## src/rtl/dog_anim_pkg.sv

```systemverilog
// dog_anim_pkg: shared animation modes, per-mode frame ranges and palette defaults for the dog sprite
package dog_anim_pkg;
  typedef enum logic [1:0] {
    MODE_WALK  = 2'd0,
    MODE_SNIFF = 2'd1,
    MODE_JUMP  = 2'd2,
    MODE_IDLE  = 2'd3
  } dog_mode_e;
  localparam logic [4:0] WALK_FIRST  = 5'd0;
  localparam logic [4:0] WALK_LAST   = 5'd3;
  localparam logic [4:0] SNIFF_FIRST = 5'd4;
  localparam logic [4:0] SNIFF_LAST  = 5'd5;
  localparam logic [4:0] JUMP_FIRST  = 5'd6;
  localparam logic [4:0] JUMP_LAST   = 5'd8;
  localparam logic [4:0] IDLE_FRAME  = 5'd0;
  localparam logic [3:0] TRANSPARENT_DEFAULT = 4'h0;
  function automatic logic [4:0] first_frame(input dog_mode_e m);
    return m == MODE_WALK ? WALK_FIRST : m == MODE_SNIFF ? SNIFF_FIRST : m == MODE_JUMP ? JUMP_FIRST : IDLE_FRAME;
  endfunction
endpackage

```

## src/rtl/dog_anim_seq.sv

```systemverilog
// dog_anim_seq: per-mode animation frame sequencer advancing on frame_tick with a hold counter
module dog_anim_seq
  import dog_anim_pkg::*;
#(
  parameter int HOLD_TICKS = 6
) (
  input  logic       clock,
  input  logic       reset,
  input  logic       frame_tick,
  input  logic [1:0] mode,
  output logic [4:0] frame,
  output logic       jump_done
);
  localparam logic [2:0] HOLD_LAST = 3'(HOLD_TICKS - 1);
  dog_mode_e  mode_q, mode_d, mode_in;
  logic [2:0] hold_q, hold_d;
  logic [4:0] frame_q, frame_d, next_frame;
  logic       jump_done_q, jump_done_d, wrap;
  assign mode_in = dog_mode_e'(mode);
  assign wrap = hold_q == HOLD_LAST;
  assign next_frame = mode_q == MODE_WALK  ? (frame_q == WALK_LAST ? WALK_FIRST : frame_q + 5'd1) :
                      mode_q == MODE_SNIFF ? (frame_q == SNIFF_FIRST ? SNIFF_LAST : SNIFF_FIRST) :
                      mode_q == MODE_JUMP  ? (frame_q == JUMP_LAST ? JUMP_LAST : frame_q + 5'd1) :
                      IDLE_FRAME;
  always_comb begin
    mode_d = mode_q;
    hold_d = hold_q;
    frame_d = frame_q;
    jump_done_d = 1'b0;
    if (frame_tick && mode_in != mode_q) begin
      mode_d = mode_in;
      hold_d = 3'd0;
      frame_d = first_frame(mode_in);
    end else if (frame_tick) begin
      hold_d = wrap ? 3'd0 : hold_q + 3'd1;
      frame_d = wrap ? next_frame : frame_q;
      jump_done_d = wrap && mode_q == MODE_JUMP && frame_q == JUMP_LAST - 5'd1;
    end
  end
  always_ff @(posedge clock or posedge reset) begin
    if (reset) begin
      mode_q <= MODE_IDLE;
      hold_q <= 3'd0;
      frame_q <= IDLE_FRAME;
      jump_done_q <= 1'b0;
    end else begin
      mode_q <= mode_d;
      hold_q <= hold_d;
      frame_q <= frame_d;
      jump_done_q <= jump_done_d;
    end
  end
  assign frame = frame_q;
  assign jump_done = jump_done_q;
endmodule

```

## src/rtl/dog_sprite_reader.sv

```systemverilog
// dog_sprite_reader: two-stage sprite address/pixel pipeline plus animation frame selection
module dog_sprite_reader
  import dog_anim_pkg::*;
#(
  parameter int         HOLD_TICKS  = 6,
  parameter logic [3:0] TRANSPARENT = TRANSPARENT_DEFAULT
) (
  input  logic        clock,
  input  logic        reset,
  input  logic        frame_tick,
  input  logic [1:0]  mode,
  input  logic [9:0]  DrawX,
  input  logic [9:0]  DrawY,
  input  logic [9:0]  DogX,
  input  logic [9:0]  DogY,
  input  logic [6:0]  DogSizeX,
  input  logic [6:0]  DogSizeY,
  input  logic [3:0]  q,
  output logic [4:0]  frame,
  output logic [13:0] address,
  output logic        pixel_on,
  output logic [3:0]  pixel_index,
  output logic        jump_done
);
  logic [9:0]  dx, dy;
  logic [13:0] address_q, address_d;
  logic        in_sprite, in_sprite_q, pixel_on_q;
  logic [3:0]  pixel_index_q;
  dog_anim_seq #(.HOLD_TICKS(HOLD_TICKS)) u_seq (
    .clock(clock),
    .reset(reset),
    .frame_tick(frame_tick),
    .mode(mode),
    .frame(frame),
    .jump_done(jump_done)
  );
  assign dx = DrawX - DogX;
  assign dy = DrawY - DogY;
  // ordering checks guard against the 10-bit differences wrapping; zero sizes never match
  assign in_sprite = DrawX >= DogX && dx < {3'b0, DogSizeX} && DrawY >= DogY && dy < {3'b0, DogSizeY};
  assign address_d = in_sprite ? 14'(dy) * 14'(DogSizeX) + 14'(dx) : 14'd0;
  always_ff @(posedge clock or posedge reset) begin
    if (reset) begin
      address_q <= 14'd0;
      in_sprite_q <= 1'b0;
      pixel_on_q <= 1'b0;
      pixel_index_q <= 4'd0;
    end else begin
      address_q <= address_d;
      in_sprite_q <= in_sprite;
      pixel_on_q <= in_sprite_q && q != TRANSPARENT;
      pixel_index_q <= in_sprite_q ? q : 4'd0;
    end
  end
  assign address = address_q;
  assign pixel_on = pixel_on_q;
  assign pixel_index = pixel_index_q;
endmodule
```

## config.mk

```make
export PLATFORM = sky130hd
export DESIGN_NAME = dog_sprite_reader
export DESIGN_NICKNAME = d
export VERILOG_FILES = /design/src/rtl/dog_anim_pkg.sv /design/src/rtl/dog_anim_seq.sv /design/src/rtl/dog_sprite_reader.sv
export SDC_FILE = /design/constraint.sdc
export NUM_CORES = 1
export LEC_CHECK = 0
export CORE_AREA = 4 4 123 125
export CTS_BUF_LIST = sky130_fd_sc_hd__clkbuf_8
export DETAILED_ROUTE_END_ITERATION = 7
export DIE_AREA = 0 0 127 129
export GPL_ROUTABILITY_DRIVEN = 0
export PLACE_DENSITY_LB_ADDON = 0.2
export SLEW_MARGIN = 30
export SYNTH_ARGS = -nofsm -noshare
export SYNTH_HDL_FRONTEND = slang
export SYNTH_HIERARCHICAL = 1
export SYNTH_SLANG_ARGS = --single-unit
```

## constraint.sdc

```tcl
create_clock -name clock -period 1.7 [get_ports clock]
set_input_delay 0.17 -clock clock [delete_from_list [all_inputs] [get_ports clock]]
set_output_delay 0.17 -clock clock [all_outputs]
set_load 0.1 [all_outputs]
```

Yosys cells after proc, flatten, opt, wreduce, memory -nomap -nowiden
Cells that the tools add are included.
{"block": "totals", "reg_bits": 31, "output_inout_bits": 25, "input_bits": 63, "word_cells": 60}
{"block": "op_classes", "n_eq_ne": 10, "n_mux": 19, "multipliers": 1, "reduce_logical": 13, "n_addsub": 5, "order_cmp": 4}
{"operator": "two-way mux 5 bit", "n": 10}
{"operator": "greater-or-equal comparator 10 bit", "n": 2}
{"operator": "< comparator 10 x 7 -> 1 bit", "n": 2}
{"operator": "subtractor 10 bit", "n": 2}
{"operator": "adder 14 x 10 -> 14 bit", "n": 1}
{"operator": "multiplier 10 x 7 -> 14 bit", "n": 1}
{"operator": "two-way mux 14 bit", "n": 1}
{"operator": "two-way mux 3 bit", "n": 4}
{"operator": "equality test 5 x 3 -> 1 bit (second input constant)", "n": 2}
{"operator": "logical AND 1 bit", "n": 7}
{"operator": "adder 5 x 1 -> 5 bit (second input constant)", "n": 1}
{"operator": "equality test 5 x 2 -> 1 bit (second input constant)", "n": 1}
{"operator": "equality test 5 x 4 -> 1 bit (second input constant)", "n": 1}
{"operator": "equality test 2 x 1 -> 1 bit (second input constant)", "n": 2}
{"operator": "equality test 2 bit (second input constant)", "n": 2}
{"operator": "logical NOT 2 bit", "n": 2}
{"operator": "two-way mux 4 bit", "n": 1}
{"operator": "nonzero test 2 bit", "n": 2}
{"operator": "nonzero test 4 bit", "n": 1}
{"operator": "adder 3 x 1 -> 3 bit (second input constant)", "n": 1}
{"operator": "equality test 3 bit (second input constant)", "n": 1}
{"operator": "two-way mux 1 bit", "n": 3}
{"operator": "inequality test 2 bit", "n": 1}
{"operator": "AND reduction 2 bit", "n": 1}

Depth between registers and ports, before layout
Gate-level depths: netlist (run 1).
{"block": "depth", "ltp_word": 8, "mapped_depth": 26, "ltp_nobuf": 26}

Modules after synthesis
The synthesis (run 1) kept the hierarchy.
{"mod": "dog_sprite_reader", "seq_area_each_um2": 500.5, "area_per_inst_um2": 4103.9, "cells_each": 478, "n_inst": 1}
{"mod": "dog_anim_seq", "seq_area_each_um2": 277.8, "area_per_inst_um2": 719.4, "cells_each": 77, "n_inst": 1}

Worst setup path after synthesis (run 1)
Ideal clock, no wire load.
{"block": "synth_timing", "path_type": "in2reg", "from": "in DrawY[0]", "to": "reg address_q[13], in the netlist address[13]", "setup_time_ns": 0.119, "required_time_ns": 1.581, "slack_ns": -3.645, "n_path_buf": 0, "arrival_time_ns": 5.226, "cell_stages": 26, "path_cell_list": "inv_1 > ha_1 > inv_1 > fa_1 > nand3_1 > nand2_1 > a21o_1 > a21oi_1 > xnor2_1 > nand2_1 > fa_1 > inv_1 > fa_1 > fa_1 > inv_1 > fa_1 > inv_1 > ha_1 > nor3_1 > o211ai_1 > a31oi_1 > nor2b_1 > o21a_1 > o41ai_1 > xnor2_1 > nor2_1"}
{"block": "synth_between", "elab_chain_cells": 4, "word_cells_on_any_way": 8, "classes_between": "add/sub (2); mul (1); order compare (2); mux (1); reduce/logical (2)"}
{"element": "start: declaration", "line_no": "dog_sprite_reader.sv:13", "source": "input logic [9:0] DrawY,"}
{"element": "subtractor 10 bit / greater-or-equal comparator 10 bit (equally long branches)", "line_no": "dog_sprite_reader.sv:38, dog_sprite_reader.sv:40"}
{"element": "multiplier 10 x 7 -> 14 bit, or another cell as far along", "line_no": "dog_sprite_reader.sv:41", "source": "assign address_d = in_sprite ? 14'(dy) * 14'(DogSizeX) + 14'(dx) : 14'd0;"}
{"element": "adder 14 x 10 -> 14 bit / logical AND 1 bit (equally long branches)", "line_no": "dog_sprite_reader.sv:41, dog_sprite_reader.sv:40"}
{"element": "two-way mux 14 bit *", "line_no": "dog_sprite_reader.sv:41"}
{"element": "via address_d[13]", "line_no": "dog_sprite_reader.sv:26", "source": "logic [13:0] address_q, address_d;"}
{"element": "end signal: assignment", "line_no": "dog_sprite_reader.sv:49", "source": "address_q <= address_d;"}
{"element": "end: declaration", "line_no": "dog_sprite_reader.sv:26"}
The timed path passes the listed nets; every way through them passes the cells marked *.
A chain may end at the register's enable or synchronous reset.

Final worst setup path (run 1)
Ends and elaborated chain as after synthesis.

==> results.md, run 1 <==
* Die ar. at 16400 µm²
* Site Rows at 43
* Number of H-tree levels at 2
* P&R area growth vs syn at 66.3%
* Top achievable clock speed at 0.199 GHz
* Met1 WL at 5.84 mm
* Vias per cell at 4.76
* Hold WS at 0.226 ns
* Synthesized cell area at 4820 µm²
* CTS hold repair buffers at 0
* Via count at 4596
* CTS Buffer Depth at 2
* Final min period at 5.03 ns
* Layout filler cell count at 1245
* YS warnings at 6
* Ant. Diodes at 0
* Clock latency on the worst-skew pair at 0.28 ns
* Mapped Cells at 555
* First-pass GRT wire length at 22.5 mm
* Post-placement cell area at 7020 µm²
* WS Path Type: in2reg
* Final nets at 957
* CTS Buf Count at 5
* Worst reg-to-reg path cell count at 5
* Req. time, crit path at 1.87 ns
* TritonCTS clock tree: done
* Final WL at 13.4 mm
* Port Buffer Count at 87
* RSZ-0062 raised after global routing: yes
* Synth area leader: fa_1
* Wire length on met2 at 6.71 mm
* Main area contributors after synthesis: fa_1 (20%), ha_1 (16%), dfrtp_1 (15%)
* Status: finished with violations
* Post-synth top cells: inv_1 (115), ha_1 (61), fa_1 (49)
* Failing checks: setup timing
* Crit Path Max Fanout at 4
* Ports at 88
* Initial DRC count at 228
* Period utilization at 296%
* Max layer used: met4
* Final worst setup slack at -3.33 ns
* Critical path depth at 27
* Number of antenna-violating nets in the routed design at 0
* Int Pwr at 8.54 mW
* MaxCap Viol Count at 0
* Chip width at 127 µm
* Sw Share at 43.9%
* DR DRC count at 0
* Setup Viol. Count Final at 16
* Gate power share at 90.6%
* Rel. slew slack at 69.0%
* Share of layout cells above drive strength 1 at 44.1%
* Sequential power share at 5.2%
* Initial antenna violation count at 0
* Max VDD drop at 1260 µV
* Post-DP HPWL at 10.7 mm
* Critical Path AT at 5.20 ns
* Vias in the first global route at 4943
* Max-slew violations at 0
* LEAKAGE at 3.85 nW
* Largest net degree at the start of global routing at 21
* Sequential share of the synthesized area at 16.1%
* Slowest Stage Delay on Critical Path at 0.51 ns
* Worst path top cell family by delay: adder cells
* Clock share of power at 4.1%
* Met3 WL at 556 µm
* Final Hold Viols at 0
* CTS Sinks at 31
* Asr flop ratio synth at 100%
* Final Cell Area at 8020 µm²
* Syn nets at 728
* Post-synth EDFFs at 0
* WL/cell at 13.9 µm
* Core Box Area at 13900 µm²
* Tightest Hold Check Type: in2async
* Worst path slowest cell: fa_1
* Die Y at 129 µm
* Count leader, synth: inv_1
* Critical path buffers and inverters at 6
* Overall routing resource usage at 16.5%
* Critical Path Source Type: primary input
* Clock transition at path regs at 0.06 ns
* Area fraction of the dominant cell type after synthesis at 20.3%
* Final Skew at 0.00395 ns
* NetSw at 6.68 mW
* Number of synthesized register bits at 31
* DRT Pass-1 Iters at 5
* Netlist cell types at 65
* Prevailing post-synth register cell: dfrtp_1
* Mean Syn Cell Area at 8.69 µm²
* Final core occ at 57.8%
* Initial core utilization at 34.7%
* Critical path capture point type: flop
* Worst slew pin tran at 0.460 ns
* Crit-path most repeated cell: fa_1
* Root buffer cell: clkbuf_8
* Gr ovfl total at 0
* Pwr dens at 1900 nW/µm²
power groups by stage:
stage                     logic (mW)  registers [mW]  clock network [mW]
after detailed placement        10.3           0.809                   0
after global placement          10.1           0.807                   0
after floorplan                 7.04           0.888                   0
after global routing            15.1           0.803               0.683
final                           13.8           0.798               0.626
after CTS                       12.6           0.796               0.649
metal layers:
layer | global-route usage [%] | vias to the layer above
met3 | 1.99 | 23
met2 | 30.3 | 112
li1 | - | 2267
met1 | 20.3 | 2194
met5 | 0 | -
met4 | 5.24 | 0
cells by family after synthesis:
logic type,share of synthesized area [%]
flops,16.1
xor+xnor,5.37
compound gates,11.0
mux,0.674
fa+ha+maj,36.2
buf+inv,10.3
simple gates,20.4
layout make-up:
type | count | area, µm² | area share (%)
clock inverter | 1 | 3.75 | 0.0468
inverter | 116 | 468 | 5.83
multi-input combinational | 397 | 4390 | 54.7
timing repair buffer | 233 | 2050 | 25.6
clock buffer | 7 | 96.3 | 1.20
sequential | 31 | 790 | 9.84
tap | 180 | 225 | 2.81
path summary, 6_finish.rpt:
check | start | endpoint | slack [ns]
max in group asynchronous | reset | u_seq/frame[1] | 1.12
max | DrawY[0] | address[13] | -3.33
min reg2reg | u_seq/hold_q[2] | u_seq/hold_q[2] | 0.52
min | reset | u_seq/jump_done | 0.23
max reg2reg | u_seq/frame[1] | u_seq/frame[2] | -0.07
min in group clock | q[0] | pixel_index[0] | 0.49
flip-flops by register name (all words and copies together) (netlist names):
register / flops
in_sprite_q: 1
pixel_on: 1
pixel_index: 4
u_seq/hold_q: 3
address: 14
u_seq/mode_q: 2
u_seq/jump_done: 1
u_seq/frame: 5
stage by stage:
stage | worst slack [ns] | std cells | TNS (ns) | power, mW
after floorplan | -3.32 | 555 | -34.42 | 7.92
after global placement | -3.98 | 927 | -48.61 | 10.9
after detailed placement | -4.16 | 927 | -49.54 | 11.1
after CTS | -3.36 | 960 | -37.07 | 14.1
after global routing | -3.50 | 965 | -39.18 | 16.6
final | -3.33 | 965 | -36.69 | 15.2
placed cells by master (no fill, tap or decap), types with 4 or more instances in the layout:
cell type / n
clkbuf_8: 7
and2_1: 36
dlygate4sd2_1: 11
a21o_1: 5
nand2_1: 26
nand2_2: 6
buf_2: 4
o21ai_0: 10
xnor2_1: 6
a21oi_2: 9
buf_6: 29
buf_12: 5
a21oi_1: 9
ha_4: 26
dfrtp_1: 24
nor3_1: 12
inv_1: 82
buf_4: 138
nand2_4: 4
nand3_1: 4
fa_2: 5
fa_1: 44
xor2_1: 8
and2_4: 7
nor2_1: 28
clkdlybuf4s50_1: 40
inv_2: 30
xor2_2: 4
xnor2_2: 6
nand4_1: 4
ha_1: 35
a31oi_1: 8
timing repair:
item,CTS,global route
resized for setup,156,50
pin swaps,93,37
gates cloned,1,0
setup buffers,27,9
hold endpoints to repair,0,0
setup endpoints to repair,16,17
Power figures use the tool's default switching activity.
==> run 2, diff against run 1 <==
Settings changed: CORE_AREA 4 4 123 125 to 2 2 121 123, DIE_AREA 0 0 127 129 to 0 0 123 125, GPL_TIMING_DRIVEN set to 0.
==> run 2 against run 1 <==
Wire length down 9.6%. Non-clock buffer count down 79. First-iteration DRC count down 26%. Register-to-register slack worse by 0.03 ns. Core utilization down 6.4 points. The run still ends with setup timing left.
==> results.md, run 2 (synthesis gave the netlist of run 1 again) <==
* Layout filler cell count at 1323 (was 1245)
* Slowest Stage Delay on Critical Path at 0.53 ns (was 0.51 ns)
* WS Path Type: in2reg (unchanged)
* First-pass GRT wire length at 20.3 mm (was 22.5 mm)
* CTS Buffer Depth at 2 (unchanged)
* Rel. slew slack at 35.7% (was 69.0%)
* Max VDD drop at 1120 µV (was 1260 µV)
* CTS hold repair buffers at 0 (unchanged)
* Share of layout cells above drive strength 1 at 32.5% (was 44.1%)
* Number of antenna-violating nets in the routed design at 0 (unchanged)
* Root buffer cell: clkbuf_8 (unchanged)
* Initial antenna violation count at 0 (unchanged)
* Pwr dens at 1870 nW/µm² (was 1900 nW/µm²)
* Req. time, crit path at 1.87 ns (about the same)
* WL/cell at 13.6 µm (was 13.9 µm)
* P&R area growth vs syn at 51.3% (was 66.3%)
* Port Buffer Count at 81 (was 87)
* Most common cell after layout, fill and taps aside: inv_1 (was buf_4)
* TritonCTS clock tree: done (unchanged)
* Die Y at 125 µm (was 129 µm)
* Site Rows at 44 (was 43)
* Most frequent cells in the layout: inv_1 (85), buf_4 (47), fa_1 (46) (was buf_4 (138), inv_1 (82), fa_1 (44))
* Tightest Hold Check Type: in2async (unchanged)
* CTS Buf Count at 5 (unchanged)
* Final Cell Area at 7300 µm² (was 8020 µm²)
* Final worst setup slack at -3.40 ns (was -3.33 ns)
* Storage element area at 790 µm² (unchanged)
* Critical path capture point type: flop (unchanged)
* Area of the multi-input gates at 4350 µm² (was 4390 µm²)
* Clock latency on the worst-skew pair at 0.29 ns (was 0.28 ns)
* Final nets at 877 (was 957)
* Crit Path Max Fanout at 7 (was 4)
* Setup TNS at -36.82 ns (was -36.69 ns)
* DR DRC count at 0 (unchanged)
* Via count at 4224 (was 4596)
* Number of H-tree levels at 2 (unchanged)
* LEAKAGE at 3.45 nW (was 3.85 nW)
* Crit-path most repeated cell: fa_1 (unchanged)
* Ports at 88 (unchanged)
* Gr ovfl total at 0 (unchanged)
* Final WL at 12.1 mm (was 13.4 mm)
* CTS Sinks at 31 (unchanged)
* Vias in the first global route at 4426 (was 4943)
* Die ar. at 15400 µm² (was 16400 µm²)
* Worst path slowest cell: fa_1 (unchanged)
* Post-DP HPWL at 9.02 mm (was 10.7 mm)
* Worst reg-to-reg path cell count at 6 (was 5)
* Post-placement cell area at 6150 µm² (was 7020 µm²)
* Final Skew at 0.00541 ns (was 0.00395 ns)
* Clock transition at path regs at 0.07 ns (was 0.06 ns)
* Final Non-Filler Cells at 889 (was 965)
* MaxCap Viol Count at 0 (unchanged)
* Cells after DPL at 820 (was 927)
* Worst slew pin tran at 0.968 ns (was 0.460 ns)
* Period utilization at 300% (was 296%)
* Ant. Diodes at 0 (unchanged)
* Overall routing resource usage at 16.0% (was 16.5%)
* Largest net degree at the start of global routing at 21 (unchanged)
* Critical Path AT at 5.27 ns (was 5.20 ns)
* Critical Path Source Type: primary input (unchanged)
* Failing checks: setup timing (unchanged)
* Initial DRC count at 169 (was 228)
* Setup Viol. Count Final at 16 (unchanged)
* RSZ-0062 raised after global routing: yes (unchanged)
* Vias per cell at 4.75 (was 4.76)
* Final Hold Viols at 0 (unchanged)
* Status: finished with violations (unchanged)
* Final min period at 5.10 ns (was 5.03 ns)
* Largest register FFs at 14 (unchanged)
* Max-slew violations at 0 (unchanged)
* Core Box Area at 14200 µm² (was 13900 µm²)
* Top achievable clock speed at 0.196 GHz (was 0.199 GHz)
* Worst R2R Start: u_seq/frame[0] (was u_seq/frame[1])
* Chip width at 123 µm (was 127 µm)
* DRT Pass-1 Iters at 4 (was 5)
* Initial core utilization at 34.0% (was 34.7%)
* Flop-to-flop setup slack at -0.10 ns (was -0.07 ns)
* Worst R2R End: u_seq/frame[2] (unchanged)
## run 2: cell types whose count changed in the layout (fill, tap and decap cells not counted), sizes merged
cell / previous run / this run
clkdlybuf4s15: 4 / 8
clkbuf: 7 / 19
buf: 178 / 71
nand4b: 5 / 4
clkdlybuf4s50: 40 / 30
dlygate4sd2: 11 / 33
## run 2: per-stage QoR
stage / utilization [%] / setup WS [ns] / hold WS (ns) / power, mW
2_1_floorplan: - / -3.32 / 0.0208 / 7.92
3_3_place_gp: 43.3 / -4.33 / 0.503 / 9.29
3_5_place_dp: 43.3 / -4.38 / 0.517 / 9.34
4_1_cts: 49.4 / -3.37 / 0.220 / 12.4
5_1_grt: 51.4 / -3.65 / 0.263 / 15.1
6_report: 51.4 / -3.40 / 0.220 / 13.6
## run 2: critical path: cells and delay by family
kind | cells | cell delay [ns]
fa+ha+maj | 7 | 2.65
compound gates | 6 | 1.31
simple gates | 6 | 0.46
xor+xnor | 2 | 0.34
buf+inv | 6 | 0.31
## run 2: repair_timing
item,CTS,global route
setup buffers,44,17
gates resized for setup,181,53
setup endpoints to repair,41,18
pin swaps,90,61
## run 2: report_power, final
part	leakage (nW)	internal, mW	switching [mW]	total (mW)
combinational	2.98	6.29	5.93	12.2
clock	0.0557	0.363	0.260	0.622
sequential	0.414	0.768	0.0288	0.797
## run 2: per-layer routing
layer	global-route usage, %	wire length (µm)
met1	21.0	5390
met2	27.8	6080
met3	1.87	525
met4	4.01	107
met5	0	0
## run 2: worst max-delay path by stage
stage	start	end	slack, ns	cells past startpoint
finish	DrawY[0]	address[13]	-3.40	27
global route	DrawY[0]	address[13]	-3.65	27
CTS	DrawY[0]	address[13]	-3.37	27
detailed placement	DrawY[0]	address[13]	-4.38	23
global placement	DrawY[0]	address[13]	-4.33	23
floorplan	DrawY[0]	address[13]	-3.32	26
## run 2: layout make-up
| class | instances | area share [%] |
|---|---|---|
| Timing Repair Buffer | 142 | 17.6 |
| Clock buffer | 7 | 1.32 |
| Multi-Input combinational cell | 396 | 59.6 |
| Clock inverter | 1 | 0.0514 |
| Tap cell | 184 | 3.15 |
| Buffer | 12 | 0.909 |
| Inverter | 116 | 6.51 |
| Sequential cell | 31 | 10.8 |
==> run 3, diff against run 2 <==
Settings changed: PLACE_DENSITY_LB_ADDON 0.2 to not set.
==> run 3 against run 2 <==
The run still ends with setup timing left. Die area is the same. Register-to-register slack is essentially flat. Clock power shrank 6.6%. Combinational power grew 7%. Via count grew 1.3%. Cell count grew 0.11%. Fmax grew 0.35%. Clock skew is essentially flat. Wire length grew 1.6%. Largest power group unchanged.
==> results.md, run 3 (synthesis gave the netlist of run 1 again) <==
* Final core occ at 52.1% (was 51.4%)
* Number of H-tree levels at 2 (unchanged)
* First-pass GRT wire length at 20.6 mm (was 20.3 mm)
* Tightest Hold Check Type: in2async (unchanged)
* Die ar. at 15400 µm² (unchanged)
* Ports at 88 (unchanged)
* Overall power at 14.3 mW (was 13.6 mW)
* Die Y at 125 µm (unchanged)
* Post-placement cell area at 6150 µm² (unchanged)
* Initial DRC count at 194 (was 169)
* Clock transition at path regs at 0.07 ns (about the same)
* Initial antenna violation count at 0 (unchanged)
* Gr ovfl total at 0 (unchanged)
* Worst path top cell family by delay: adder cells (unchanged)
* Clock latency on the worst-skew pair at 0.29 ns (about the same)
* CTS Buf Count at 5 (unchanged)
* Final worst setup slack at -3.38 ns (was -3.40 ns)
* Status: finished with violations (unchanged)
* Final Hold Viols at 0 (unchanged)
* Vias in the first global route at 4405 (was 4426)
* Port Buffer Count at 81 (unchanged)
* Critical Path Source Type: primary input (unchanged)
* Core Box Area at 14200 µm² (unchanged)
* Pwr dens at 1940 nW/µm² (was 1870 nW/µm²)
* Via count at 4278 (was 4224)
* LEAKAGE at 3.45 nW (about the same)
* Post-DP HPWL at 8.99 mm (was 9.02 mm)
* Setup Viol. Count Final at 16 (unchanged)
* Final Cell Area at 7400 µm² (was 7300 µm²)
* RSZ-0062 raised after global routing: yes (unchanged)
* Number of antenna-violating nets in the routed design at 0 (unchanged)
* Root buffer cell: clkbuf_8 (unchanged)
* Largest register FFs at 14 (unchanged)
* Slowest Stage Delay on Critical Path at 0.54 ns (was 0.53 ns)
* Worst path slowest cell: fa_2 (was fa_1)
* Most frequent cells in the layout: inv_1 (85), buf_4 (48), fa_1 (43) (was inv_1 (85), buf_4 (47), fa_1 (46))
* Worst slew pin tran at 0.960 ns (was 0.968 ns)
* Final Skew at 0.00586 ns (was 0.00541 ns)
* WS Path Type: in2reg (unchanged)
* Critical Path AT at 5.26 ns (was 5.27 ns)
* Chip width at 123 µm (unchanged)
* CTS Sinks at 31 (unchanged)
* Vias per cell at 4.81 (was 4.75)
* Top achievable clock speed at 0.197 GHz (was 0.196 GHz)
* Share of layout cells above drive strength 1 at 34.6% (was 32.5%)
* Max VDD drop at 1290 µV (was 1120 µV)
* Initial core utilization at 34.0% (unchanged)
* P&R area growth vs syn at 53.5% (was 51.3%)
* Worst slack at placement at -4.32 ns (was -4.38 ns)
* Most common cell after layout, fill and taps aside: inv_1 (unchanged)
* WL/cell at 13.8 µm (was 13.6 µm)
* Critical path capture point type: flop (unchanged)
* Ant. Diodes at 0 (unchanged)
* Final WL at 12.3 mm (was 12.1 mm)
* Final nets at 878 (was 877)
* MaxCap Viol Count at 0 (unchanged)
* CTS Buffer Depth at 2 (unchanged)
* Final min period at 5.08 ns (was 5.10 ns)
* Crit Path Max Fanout at 5 (was 7)
* Failing checks: setup timing (unchanged)
* TritonCTS clock tree: done (unchanged)
* CTS hold repair buffers at 0 (unchanged)
* Period utilization at 299% (was 300%)
* Rel. slew slack at 36.2% (was 35.7%)
* DR DRC count at 0 (unchanged)
* Largest net degree at the start of global routing at 21 (unchanged)
* Critical path buffers and inverters at 6 (unchanged)
* Max-slew violations at 0 (unchanged)
* DRT Pass-1 Iters at 4 (unchanged)
* Site Rows at 44 (unchanged)
* Overall routing resource usage at 16.3% (was 16.0%)
* Req. time, crit path at 1.88 ns (was 1.87 ns)
run 3: worst paths after layout:
| kind | startpoint | endpoint | slack (ns) | cells after the start |
|---|---|---|---|---|
| setup / recovery | DrawY[0] | address[13] | -3.38 | 27 |
| hold / removal | reset | u_seq/jump_done | 0.22 | 2 |
| setup reg to reg | u_seq/frame[0] | u_seq/frame[2] | -0.09 | 6 |
| hold reg to reg | in_sprite_q | pixel_index[0] | 0.54 | 1 |
| max in group asynchronous | reset | address[0] | 0.91 | 2 |
| min in group clock | frame_tick | u_seq/mode_q[1] | 0.23 | 3 |
run 3: power by group:
group	total [mW]	switching [mW]	internal [mW]	leakage, nW
registers	0.798	0.0302	0.768	0.414
logic	13.0	6.39	6.57	2.98
clock network	0.581	0.261	0.320	0.0524
run 3: cell type report:
cell class                      count  area [µm²]
Tap cell                          184         230
Timing Repair Buffer              143        1270
Clock buffer                        6        82.6
Clock inverter                      2        8.76
Fill cell                        1332        6800
Multi-Input combinational cell    396        4490
Buffer                             12        62.6
Inverter                          116         468
Sequential cell                    31         790
run 3: repair_timing:
item / CTS / global route
setup buffers: 46 / 15
endpoints found under the setup margin: 41 / 19
gates cloned: 1 / 0
pin swaps: 60 / 45
gates resized for setup: 166 / 76
run 3: worst register-to-register path, cell delays in order (launching register included):
cell and delay, ns:
dfrtp_4 0.46, inv_4 0.05, ha_4 0.15, and4bb_2 0.23, or4_4 0.41, a221o_1 0.31, o311ai_1 0.08
run 3: layer usage:
layer,vias up,global-route usage (%),wire [µm]
met5,-,0,0
met4,0,5.01,273
met3,17,1.78,495
met2,106,28.5,6100
met1,2038,21.0,5430
li1,2117,-,-
run 3: through the flow:
step	hold slack (ns)	cells	TNS [ns]
finish	0.218	890	-36.92
global route	0.253	890	-39.16
CTS	0.222	875	-36.11
detailed placement	0.524	820	-49.12
global placement	0.501	820	-48.82
floorplan	0.0208	555	-34.42
